`src/rtl/ps2_pkg.sv`:
```
// Shared PS/2 definitions: receive FSM states, frame length and parity helper.
package ps2_pkg;

    localparam int unsigned PS2_FRAME_BITS = 11;

    typedef enum logic [1:0] {
        StIdle,
        StData,
        StParity,
        StStop
    } ps2_state_e;

    // Odd parity: the data bits plus the parity bit must hold an odd number of ones.
    function automatic logic odd_parity_ok(input logic [7:0] data, input logic par);
        return ^{data, par};
    endfunction

endpackage

```
`src/rtl/ps2_rx_fifo_if.sv`:
```
// Scan-code consumer interface: FIFO head, occupancy, pop request and fault pulses.
interface ps2_rx_fifo_if #(
    parameter int unsigned FIFO_DEPTH = 16
) ();

    localparam int unsigned COUNT_W = $clog2(FIFO_DEPTH + 1);

    logic               rd;
    logic [7:0]         data;
    logic               valid;
    logic [COUNT_W-1:0] count;
    logic               parity_err;
    logic               frame_err;
    logic               overflow;

    modport master (
        input  rd,
        output data, valid, count, parity_err, frame_err, overflow
    );

    modport slave (
        output rd,
        input  data, valid, count, parity_err, frame_err, overflow
    );

endinterface

```
`src/rtl/ps2_sync_filter.sv`:
```
// Synchronises the raw PS/2 pins and debounces the clock line into a falling-edge strobe.
module ps2_sync_filter #(
    parameter int unsigned DEBOUNCE_CYCLES = 8
) (
    input  logic i_clk,
    input  logic i_rst,
    input  logic i_ps2_clk,
    input  logic i_ps2_data,
    output logic o_clk_filt,
    output logic o_data_sync,
    output logic o_fall
);

    localparam int unsigned CW = $clog2(DEBOUNCE_CYCLES + 1);
    localparam logic [CW-1:0] DEB_LAST = CW'(DEBOUNCE_CYCLES - 1);

    logic          clk_meta_q, clk_sync_q, data_meta_q, data_sync_q;
    logic          filt_q, filt_d, filt_prev_q;
    logic [CW-1:0] cnt_q, cnt_d;

    // The filtered clock only follows the synced line after DEBOUNCE_CYCLES steady samples.
    always_comb begin
        cnt_d  = '0;
        filt_d = filt_q;
        if (clk_sync_q != filt_q) begin
            if (cnt_q == DEB_LAST) begin
                filt_d = clk_sync_q;
            end else begin
                cnt_d = cnt_q + 1'b1;
            end
        end
    end

    always_ff @(posedge i_clk) begin
        if (i_rst) begin
            clk_meta_q  <= 1'b1;
            clk_sync_q  <= 1'b1;
            data_meta_q <= 1'b1;
            data_sync_q <= 1'b1;
            filt_q      <= 1'b1;
            filt_prev_q <= 1'b1;
            cnt_q       <= '0;
        end else begin
            clk_meta_q  <= i_ps2_clk;
            clk_sync_q  <= clk_meta_q;
            data_meta_q <= i_ps2_data;
            data_sync_q <= data_meta_q;
            filt_q      <= filt_d;
            filt_prev_q <= filt_q;
            cnt_q       <= cnt_d;
        end
    end

    assign o_clk_filt  = filt_q;
    assign o_data_sync = data_sync_q;
    assign o_fall      = filt_prev_q & ~filt_q;

endmodule

```
`src/rtl/ps2_rx_fifo.sv`:
```
// PS/2 device-to-host receiver: frame checking, inactivity timeout and a
// first-word-fall-through scan-code FIFO.
module ps2_rx_fifo
    import ps2_pkg::*;
#(
    parameter int unsigned DEBOUNCE_CYCLES = 8,
    parameter int unsigned TIMEOUT_CYCLES  = 50000,
    parameter int unsigned FIFO_DEPTH      = 16,
    parameter bit          CHECK_PARITY    = 1'b1
) (
    input  logic          i_clk,
    input  logic          i_rst,
    input  logic          i_ps2_clk,
    input  logic          i_ps2_data,
    ps2_rx_fifo_if.master bus
);

    localparam int unsigned AW = $clog2(FIFO_DEPTH);
    localparam int unsigned TW = $clog2(TIMEOUT_CYCLES + 1);
    localparam logic [TW-1:0] TMO_LAST = TW'(TIMEOUT_CYCLES - 1);

    logic ps2_clk_filt, ps2_data_sync, ps2_fall, strobe;

    ps2_sync_filter #(
        .DEBOUNCE_CYCLES(DEBOUNCE_CYCLES)
    ) u_sync_filter (
        .i_clk      (i_clk),
        .i_rst      (i_rst),
        .i_ps2_clk  (i_ps2_clk),
        .i_ps2_data (i_ps2_data),
        .o_clk_filt (ps2_clk_filt),
        .o_data_sync(ps2_data_sync),
        .o_fall     (ps2_fall)
    );

    // The filtered clock is always low on a genuine falling edge.
    assign strobe = ps2_fall & ~ps2_clk_filt;

    ps2_state_e    state_q, state_d;
    logic [2:0]    bit_cnt_q, bit_cnt_d;
    logic [7:0]    shift_q, shift_d;
    logic          par_q, par_d;
    logic [TW-1:0] tmo_cnt_q, tmo_cnt_d;
    logic          tmo_hit, push, perr_d, ferr_d, ovf_d;
    logic          perr_q, ferr_q, ovf_q;

    logic [7:0]    mem_q [FIFO_DEPTH];
    logic [AW:0]   wr_ptr_q, rd_ptr_q;
    logic          empty, full, pop, wr_en;

    assign tmo_hit   = (state_q != StIdle) && !strobe && (tmo_cnt_q == TMO_LAST);
    assign tmo_cnt_d = (state_q == StIdle || strobe || tmo_hit) ? '0 : tmo_cnt_q + 1'b1;

    always_comb begin
        state_d   = state_q;
        bit_cnt_d = bit_cnt_q;
        shift_d   = shift_q;
        par_d     = par_q;
        push      = 1'b0;
        perr_d    = 1'b0;
        ferr_d    = 1'b0;
        if (tmo_hit) begin
            state_d = StIdle;
            ferr_d  = 1'b1;
        end else if (strobe) begin
            unique case (state_q)
                StIdle: begin
                    if (!ps2_data_sync) begin
                        state_d   = StData;
                        bit_cnt_d = '0;
                    end
                end
                StData: begin
                    shift_d   = {ps2_data_sync, shift_q[7:1]};
                    bit_cnt_d = bit_cnt_q + 3'd1;
                    if (bit_cnt_q == 3'd7) state_d = StParity;
                end
                StParity: begin
                    par_d   = ps2_data_sync;
                    state_d = StStop;
                end
                StStop: begin
                    state_d = StIdle;
                    if (!ps2_data_sync) begin
                        ferr_d = 1'b1;
                    end else if (!odd_parity_ok(shift_q, par_q)) begin
                        perr_d = 1'b1;
                        push   = !CHECK_PARITY;
                    end else begin
                        push = 1'b1;
                    end
                end
                default: state_d = StIdle;
            endcase
        end
    end

    assign empty = (wr_ptr_q == rd_ptr_q);
    assign full  = (wr_ptr_q[AW] != rd_ptr_q[AW]) && (wr_ptr_q[AW-1:0] == rd_ptr_q[AW-1:0]);
    assign pop   = bus.rd & ~empty;
    // A pop on a full FIFO frees the slot the push lands in.
    assign wr_en = push & (~full | pop);
    assign ovf_d = push & full & ~pop;

    always_ff @(posedge i_clk) begin
        if (i_rst) begin
            state_q   <= StIdle;
            bit_cnt_q <= '0;
            shift_q   <= '0;
            par_q     <= 1'b0;
            tmo_cnt_q <= '0;
            perr_q    <= 1'b0;
            ferr_q    <= 1'b0;
            ovf_q     <= 1'b0;
            wr_ptr_q  <= '0;
            rd_ptr_q  <= '0;
        end else begin
            state_q   <= state_d;
            bit_cnt_q <= bit_cnt_d;
            shift_q   <= shift_d;
            par_q     <= par_d;
            tmo_cnt_q <= tmo_cnt_d;
            perr_q    <= perr_d;
            ferr_q    <= ferr_d;
            ovf_q     <= ovf_d;
            if (wr_en) wr_ptr_q <= wr_ptr_q + 1'b1;
            if (pop)   rd_ptr_q <= rd_ptr_q + 1'b1;
        end
    end

    always_ff @(posedge i_clk) begin
        if (wr_en) mem_q[wr_ptr_q[AW-1:0]] <= shift_q;
    end

    assign bus.data       = empty ? 8'h00 : mem_q[rd_ptr_q[AW-1:0]];
    assign bus.valid      = ~empty;
    assign bus.count      = wr_ptr_q - rd_ptr_q;
    assign bus.parity_err = perr_q;
    assign bus.frame_err  = ferr_q;
    assign bus.overflow   = ovf_q;

endmodule

```
`src/flat_wrapper.sv`:
```
// flat-port wrapper written by rule: the top's interface ports become plain ports
module ps2_rx_fifo_flat import ps2_pkg::*;
#(
    parameter int unsigned DEBOUNCE_CYCLES = 8,
    parameter int unsigned TIMEOUT_CYCLES  = 50000,
    parameter int unsigned FIFO_DEPTH      = 16,
    parameter bit          CHECK_PARITY    = 1'b1
)
  (i_clk, i_rst, i_ps2_clk, i_ps2_data, bus_rd, bus_data, bus_valid, bus_count, bus_parity_err, bus_frame_err, bus_overflow);
  ps2_rx_fifo_if #(.FIFO_DEPTH(FIFO_DEPTH)) bus_i ();
  input  logic i_clk;
  input  logic i_rst;
  input  logic i_ps2_clk;
  input  logic i_ps2_data;
  input wire logic [$bits(bus_i.rd)-1:0] bus_rd;
  output wire logic [$bits(bus_i.data)-1:0] bus_data;
  output wire logic [$bits(bus_i.valid)-1:0] bus_valid;
  output wire logic [$bits(bus_i.count)-1:0] bus_count;
  output wire logic [$bits(bus_i.parity_err)-1:0] bus_parity_err;
  output wire logic [$bits(bus_i.frame_err)-1:0] bus_frame_err;
  output wire logic [$bits(bus_i.overflow)-1:0] bus_overflow;
  assign bus_i.rd = bus_rd;
  assign bus_data = bus_i.data;
  assign bus_valid = bus_i.valid;
  assign bus_count = bus_i.count;
  assign bus_parity_err = bus_i.parity_err;
  assign bus_frame_err = bus_i.frame_err;
  assign bus_overflow = bus_i.overflow;
  ps2_rx_fifo #(.DEBOUNCE_CYCLES(DEBOUNCE_CYCLES), .TIMEOUT_CYCLES(TIMEOUT_CYCLES), .FIFO_DEPTH(FIFO_DEPTH), .CHECK_PARITY(CHECK_PARITY)) u_core (.i_clk(i_clk), .i_rst(i_rst), .i_ps2_clk(i_ps2_clk), .i_ps2_data(i_ps2_data), .bus(bus_i));
endmodule
```
`config.mk`:
```
export PLATFORM = sky130hd
export DESIGN_NAME = ps2_rx_fifo_flat
export DESIGN_NICKNAME = d
export VERILOG_FILES = /design/src/rtl/ps2_pkg.sv /design/src/rtl/ps2_rx_fifo_if.sv /design/src/rtl/ps2_sync_filter.sv /design/src/rtl/ps2_rx_fifo.sv /design/src/flat_wrapper.sv
export SDC_FILE = /design/constraint.sdc
export NUM_CORES = 1
export LEC_CHECK = 0
export CAP_MARGIN = 25
export CORE_MARGIN = 4
export CORE_UTILIZATION = 55
export CTS_BUF_LIST = sky130_fd_sc_hd__clkbuf_4
export DETAILED_ROUTE_END_ITERATION = 10
export GPL_ROUTABILITY_DRIVEN = 0
export GPL_TIMING_DRIVEN = 0
export PLACE_DENSITY = 0.72
export SLEW_MARGIN = 15
export SYNTH_ARGS = -nofsm -noshare
export SYNTH_HDL_FRONTEND = slang
export SYNTH_SLANG_ARGS = --single-unit
```
`constraint.sdc`:
```
create_clock -name i_clk -period 7.5 [get_ports i_clk]
set_input_delay 1.125 -clock i_clk [delete_from_list [all_inputs] [get_ports i_clk]]
set_output_delay 1.125 -clock i_clk [all_outputs]
set_load 0.02 [all_outputs]
```
# After elaboration in Yosys (flattened, before gate mapping)
# Memories as Yosys holds them, arrays and structs flattened. A register that Yosys moved wholly into a read port is not among the register bits.
# Index checks and enable logic that the tools add are counted.
# W data, S select, Z words.
[word_totals]
wordCells = 91
inputBits = 5
regBits = 53
mem_count = 1
ram_bits = 128
out_inout_bits = 17
[classes]
muxes = 20
eq_ne = 12
n_reduce_logical = 19
bitwise_logic = 16
n_addsub = 6
[mem_list]
columns = ["memory", "words", "width", "rd", "rd_clocked_by_memory_dff", "write_ports", "line", "text"]
rows = [
  ["u_core.mem_q", 16, 8, 1, 1, 1, "ps2_rx_fifo.sv:47", "logic [7:0] mem_q [FIFO_DEPTH];"],
]
[op_table]
columns = ["op", "n"]
rows = [
  ["$add A16 B1 Y16 const B", 1],
  ["$eq A16 B16 Y1 const B", 1],
  ["$mux W1", 12],
  ["$add A5 B1 Y5 const B", 2],
  ["$not A1 Y1", 9],
  ["$reduce_and A3 Y1", 3],
  ["$reduce_xor A9 Y1", 1],
  ["$mux W4", 2],
  ["$mux W8", 1],
  ["$pmux W2 S4", 1],
  ["$and A1 B1 Y1", 6],
  ["$pmux W3 S2", 1],
  ["$eq A5 B5 Y1", 1],
  ["$reduce_or A5 Y1", 1],
  ["$sub A5 B5 Y5", 1],
  ["$add A4 B1 Y4 const B", 1],
  ["$eq A2 B2 Y1 const B", 2],
  ["$eq A4 B3 Y1 const B", 1],
  ["$eq A4 B4 Y1", 1],
  ["$mux W2", 2],
  ["$reduce_and A4 Y1", 1],
  ["$reduce_bool A2 Y1", 2],
  ["$reduce_or A2 Y1", 2],
  ["$add A3 B1 Y3 const B", 1],
  ["other kinds (13)", 17],
]

# Depth between registers and ports, before layout
# Gate-level depths: netlist of the first run.
[logic_depth]
ltp_word = 10
mapped_depth = 7
depth_no_buf = 7

# Cells and area by module
# A second synthesis of the first run with hierarchy kept.
[unflattened]
hier_cells = 494
hier_area_um2 = 7524.7
[by_module_without_submodules]
columns = ["mod", "cells_each", "seq_area_each_um2", "instances", "area_each_um2"]
rows = [
  ["ps2_rx_fifo", 463, 4784.6, 1, 7190.6],
  ["ps2_sync_filter", 31, 200.2, 1, 334.1],
]

# Worst setup path before layout of the first run
# OpenSTA, ideal clock, no wires.
[synth_timing]
path_kind = "input-to-reg"
from = "input bus_rd"
to = "memory u_core.mem_q[0][0] (enable)"
path_stages = 5
n_path_buf = 0
t_required_ps = 7117
setup_ps = 383
t_arrival_ps = 2439
setup_slack_ps = 4678
path_cell_list = "inv_1 > a311o_1 > mux2i_2 > nand2_1 > nor3_1"
[synth_between]
elab_chain_cells = 5
[synth_rtl]
columns = ["item", "line", "text"]
rows = [
  ["start, declared", "flat_wrapper.sv:15", "input wire logic [$bits(bus_i.rd)-1:0] bus_rd;"],
  ["$and A1 B1 Y1", "ps2_rx_fifo.sv:100", "assign pop = bus.rd & ~empty;"],
  ["$or A1 B1 Y1", "ps2_rx_fifo.sv:102", "assign wr_en = push & (~full | pop);"],
  ["$and A1 B1 Y1", "ps2_rx_fifo.sv:102", ""],
  ["$mux W1", "ps2_rx_fifo.sv:132", "if (wr_en) mem_q[wr_ptr_q[AW-1:0]] <= shift_q;"],
  ["$mux W1 (not written as such)", "ps2_rx_fifo.sv:132", ""],
  ["end, declared", "ps2_rx_fifo.sv:47", ""],
]
# No other way between the ends.

==> results.sh, run 1 <==
export IMPL_crit_path_max_incr_delay_ns=0.59
export IMPL_die_w_um=125
export IMPL_min_period_over_period_pct=58.1
export IMPL_cts_hold_buffers=0
export IMPL_crit_chain="clkbuf_1 > buf_2 > mux4_2 > a22oi_1 > a21oi_1 > clkdlybuf4s50_1"
export IMPL_hold_viol=0
export IMPL_cts_root_buffer="clkbuf_4"
export IMPL_r2r_end="u_core.mem_q[0][7]"
export IMPL_crit_path_start_kind="flip-flop"
export IMPL_via_per_inst=5.76
export IMPL_initial_core_util_pct=56.4
export IMPL_cts_tree="done"
export IMPL_postPlaceCellArea_um2=7950
export IMPL_skew_ns=0.0134
export IMPL_rows=42
export IMPL_drc=0
export IMPL_end_kind="output port"
export IMPL_syn_area_um2=7500
export IMPL_period_needed_ns=4.36
export IMPL_p_per_area_nw_per_um2=205
export IMPL_fmax_mhz=230
export IMPL_cts_resized=0
export IMPL_routed_wl_met3_um=709
export IMPL_cts_setup_buffers=0
export IMPL_ys_flop_type="edfxtp_1"
export IMPL_drtIter0Drc=292
export IMPL_crit_slowest_cell="clkdlybuf4s50_1"
export IMPL_yosysUniqueCellTypes=48
export IMPL_first_pass_iters=5
export IMPL_post_dp_hpwl_um=9780
export IMPL_hp_class="reg2reg"
export IMPL_async_flop_share_pct=0
export IMPL_rsz0062_at_grt="false"
export IMPL_synth_top_area_share_pct=51.3
export IMPL_syn_num_nets=515
export IMPL_clock_sinks=185
export IMPL_numCtsBuffers=17
export IMPL_slew_violations=0
export IMPL_crit_end="bus_data[7]"
export IMPL_wl_um=14300
export IMPL_yosysSeqAreaShare_pct=66.5
export IMPL_relSlewSlack_pct=41.4
export IMPL_vias=4167
export IMPL_r2r_start="u_core.shift_q[0]"
export IMPL_reg2reg_depth=6
export IMPL_critPathMaxFanout=10
export IMPL_drive_gt1_share_pct=15.7
export IMPL_final_cell_area_um2=8290
export IMPL_die_h_um=125
export IMPL_drt_met1_wl_um=6270
export IMPL_ys_ff_latch=185
export IMPL_worstPathArrival_ns=3.23
export IMPL_antenna_found_initial=0
export IMPL_wl_met2_um=7110
export IMPL_overflow=0
export IMPL_path_class="reg2out"
export IMPL_grt_pass1_wl_um=23200
export IMPL_postSynthCellCount=492
export IMPL_synth_edf_count=128
export IMPL_ant_nets=0
export IMPL_syn_to_final_growth_pct=10.6
export IMPL_worst_r2r_setup_slack_ns=4.09
export IMPL_tightest_slew_ns=0.875
export IMPL_finalSetupTns_ns=0
export IMPL_wl_per_cell_um=19.8
export IMPL_antenna_cells=0
export IMPL_layout_common_cells="edfxtp_1, nor2_1, dfxtp_1"
export IMPL_utilization_pct=62.4
export IMPL_grtUsageTotal_pct=19.7
export IMPL_pin_count=22
export IMPL_status="finished, final reports clean"
export IMPL_maxCapViolations=0
export IMPL_clk_path_buf_depth=2
export IMPL_portBuffers=20
export IMPL_core_um2=13300
export IMPL_h_tree_depth=4
export IMPL_final_common_cell="edfxtp_1"
export IMPL_grt_max_degree=20
export IMPL_clkTransAtPathRegs_ns=0.14
export IMPL_power_leakage_uw=0.00279
export IMPL_ir_drop_mv=0.108
export IMPL_yosys_warnings=0
export IMPL_layout_nets=558
export IMPL_synth_area_leaders="edfxtp_1, dfxtp_1, mux4_2"
export IMPL_first_global_vias=4220
export IMPL_syn_avg_cell_area_um2=15.2
export IMPL_clock_latency_ns=0.58
export IMPL_routed_top_layer="met4"
export IMPL_finalSetupViolCount=0
export IMPL_die_area_um2=15600
export IMPL_required_ns=6.38
export IMPL_synth_area_leader_cell="edfxtp_1"
metrics by stage:
stage               cells  hold WS (ns)  total power [uW]  setup slack (ns)
floorplan             492         0.389              1110              4.68
global placement      688         0.392              1110              3.64
detailed placement    692         0.398              1110              3.80
CTS                   724         0.430              1710              3.11
global route          724         0.439              1770              2.89
finish                724         0.426              1700              3.14
Yosys cell counts (all sizes together), types with 11 or more instances:
| cell | number |
|---|---|
| mux4 | 32 |
| a22oi | 16 |
| edfxtp | 128 |
| a21oi | 15 |
| dfxtp | 57 |
| xnor2 | 20 |
| ha | 17 |
| mux2i | 12 |
| xor2 | 11 |
| nor2 | 59 |
| inv | 16 |
| nand2 | 17 |
kinds of logic (layout without fill, tap and decap cells):
family	Yosys count	count (layout)	share of synthesized area, %
simple gates	132	132	8.81
fa+ha+maj	18	18	3.10
xor+xnor	33	33	4.35
buf+inv	35	91	1.84
flops	185	185	66.5
compound gates	43	43	3.82
mux	46	46	11.6
metal layers:
layer / vias to the layer above / global-route usage, %
li1: 1952 / -
met1: 2072 / 26.6
met2: 122 / 31.7
met3: 21 / 4.59
met4: 0 / 6.58
met5: - / 0
sequential cells by signal, indices dropped and copies added (netlist names), named ones only:
register and cells:
u_core.bit_cnt_q 3, u_core.bus.frame_err 1, u_core.bus.overflow 1, u_core.bus.parity_err 1, u_core.mem_q 128, u_core.par_q 1, u_core.rd_ptr_q 5, u_core.shift_q 8
u_core.state_q 2, u_core.tmo_cnt_q 16, u_core.u_sync_filter.clk_meta_q 1, u_core.u_sync_filter.clk_sync_q 1, u_core.u_sync_filter.cnt_q 4, u_core.u_sync_filter.data_meta_q 1, u_core.u_sync_filter.filt_prev_q 1, u_core.u_sync_filter.o_clk_filt 1
u_core.u_sync_filter.o_data_sync 1, u_core.wr_ptr_q 5
worst max-delay path, delay by kind of cell (launching register included):
kind / cells / cell delay [ns]
buffers and inverters: 3 / 1.30
muxes: 1 / 0.58
AOI/OAI and AO/OA: 2 / 0.43
DFF: 1 / 0.34
layout make-up:
type / instances / area (um2)
clock buffers: 17 / 128
repair buffers: 24 / 225
fillers: 986 / 5000
well taps: 176 / 220
inverters: 16 / 60.1
multi-input cells: 272 / 2390
flip-flops and latches: 185 / 4980
plain buffers: 19 / 77.6
clock inverters: 15 / 210
how the worst min path moves through the flow:
stage	cells past startpoint	start	slack, ns	endpoint
after detailed placement	1	u_core.u_sync_filter.data_meta_q	0.40	u_core.u_sync_filter.o_data_sync
after CTS	1	u_core.u_sync_filter.data_meta_q	0.43	u_core.u_sync_filter.o_data_sync
final	1	u_core.u_sync_filter.data_meta_q	0.43	u_core.u_sync_filter.o_data_sync
after floorplan	1	u_core.u_sync_filter.clk_meta_q	0.39	u_core.u_sync_filter.clk_sync_q
after global placement	1	u_core.u_sync_filter.data_meta_q	0.39	u_core.u_sync_filter.o_data_sync
after global routing	1	u_core.u_sync_filter.data_meta_q	0.44	u_core.u_sync_filter.o_data_sync
power by group:
group	switching, uW	internal, uW
clock	341	272
combinational	4.67	3.26
sequential	0.689	1080
Note: power is estimated with default switching activity, not from simulation.
==> inputs of run 2 (changes only) <==
==> constraint.sdc (replaced) <==
create_clock -name i_clk -period 4.3 [get_ports i_clk]
set_input_delay 0.645 -clock i_clk [delete_from_list [all_inputs] [get_ports i_clk]]
set_output_delay 0.645 -clock i_clk [all_outputs]
set_load 0.02 [all_outputs]
==> results of run 2 <==
Same layout as run 1 (identical final DEF). Status: finished, final reports clean.
Main changes from that run: setup slack after placement 3.80 ns -> 0.904 ns; setup slack after layout 3.14 ns -> 0.424 ns; register-to-register setup slack 4.09 ns -> 0.89 ns; total power 1700 uW -> 2960 uW; worst IR drop on VDD 0.108 mV -> 0.188 mV
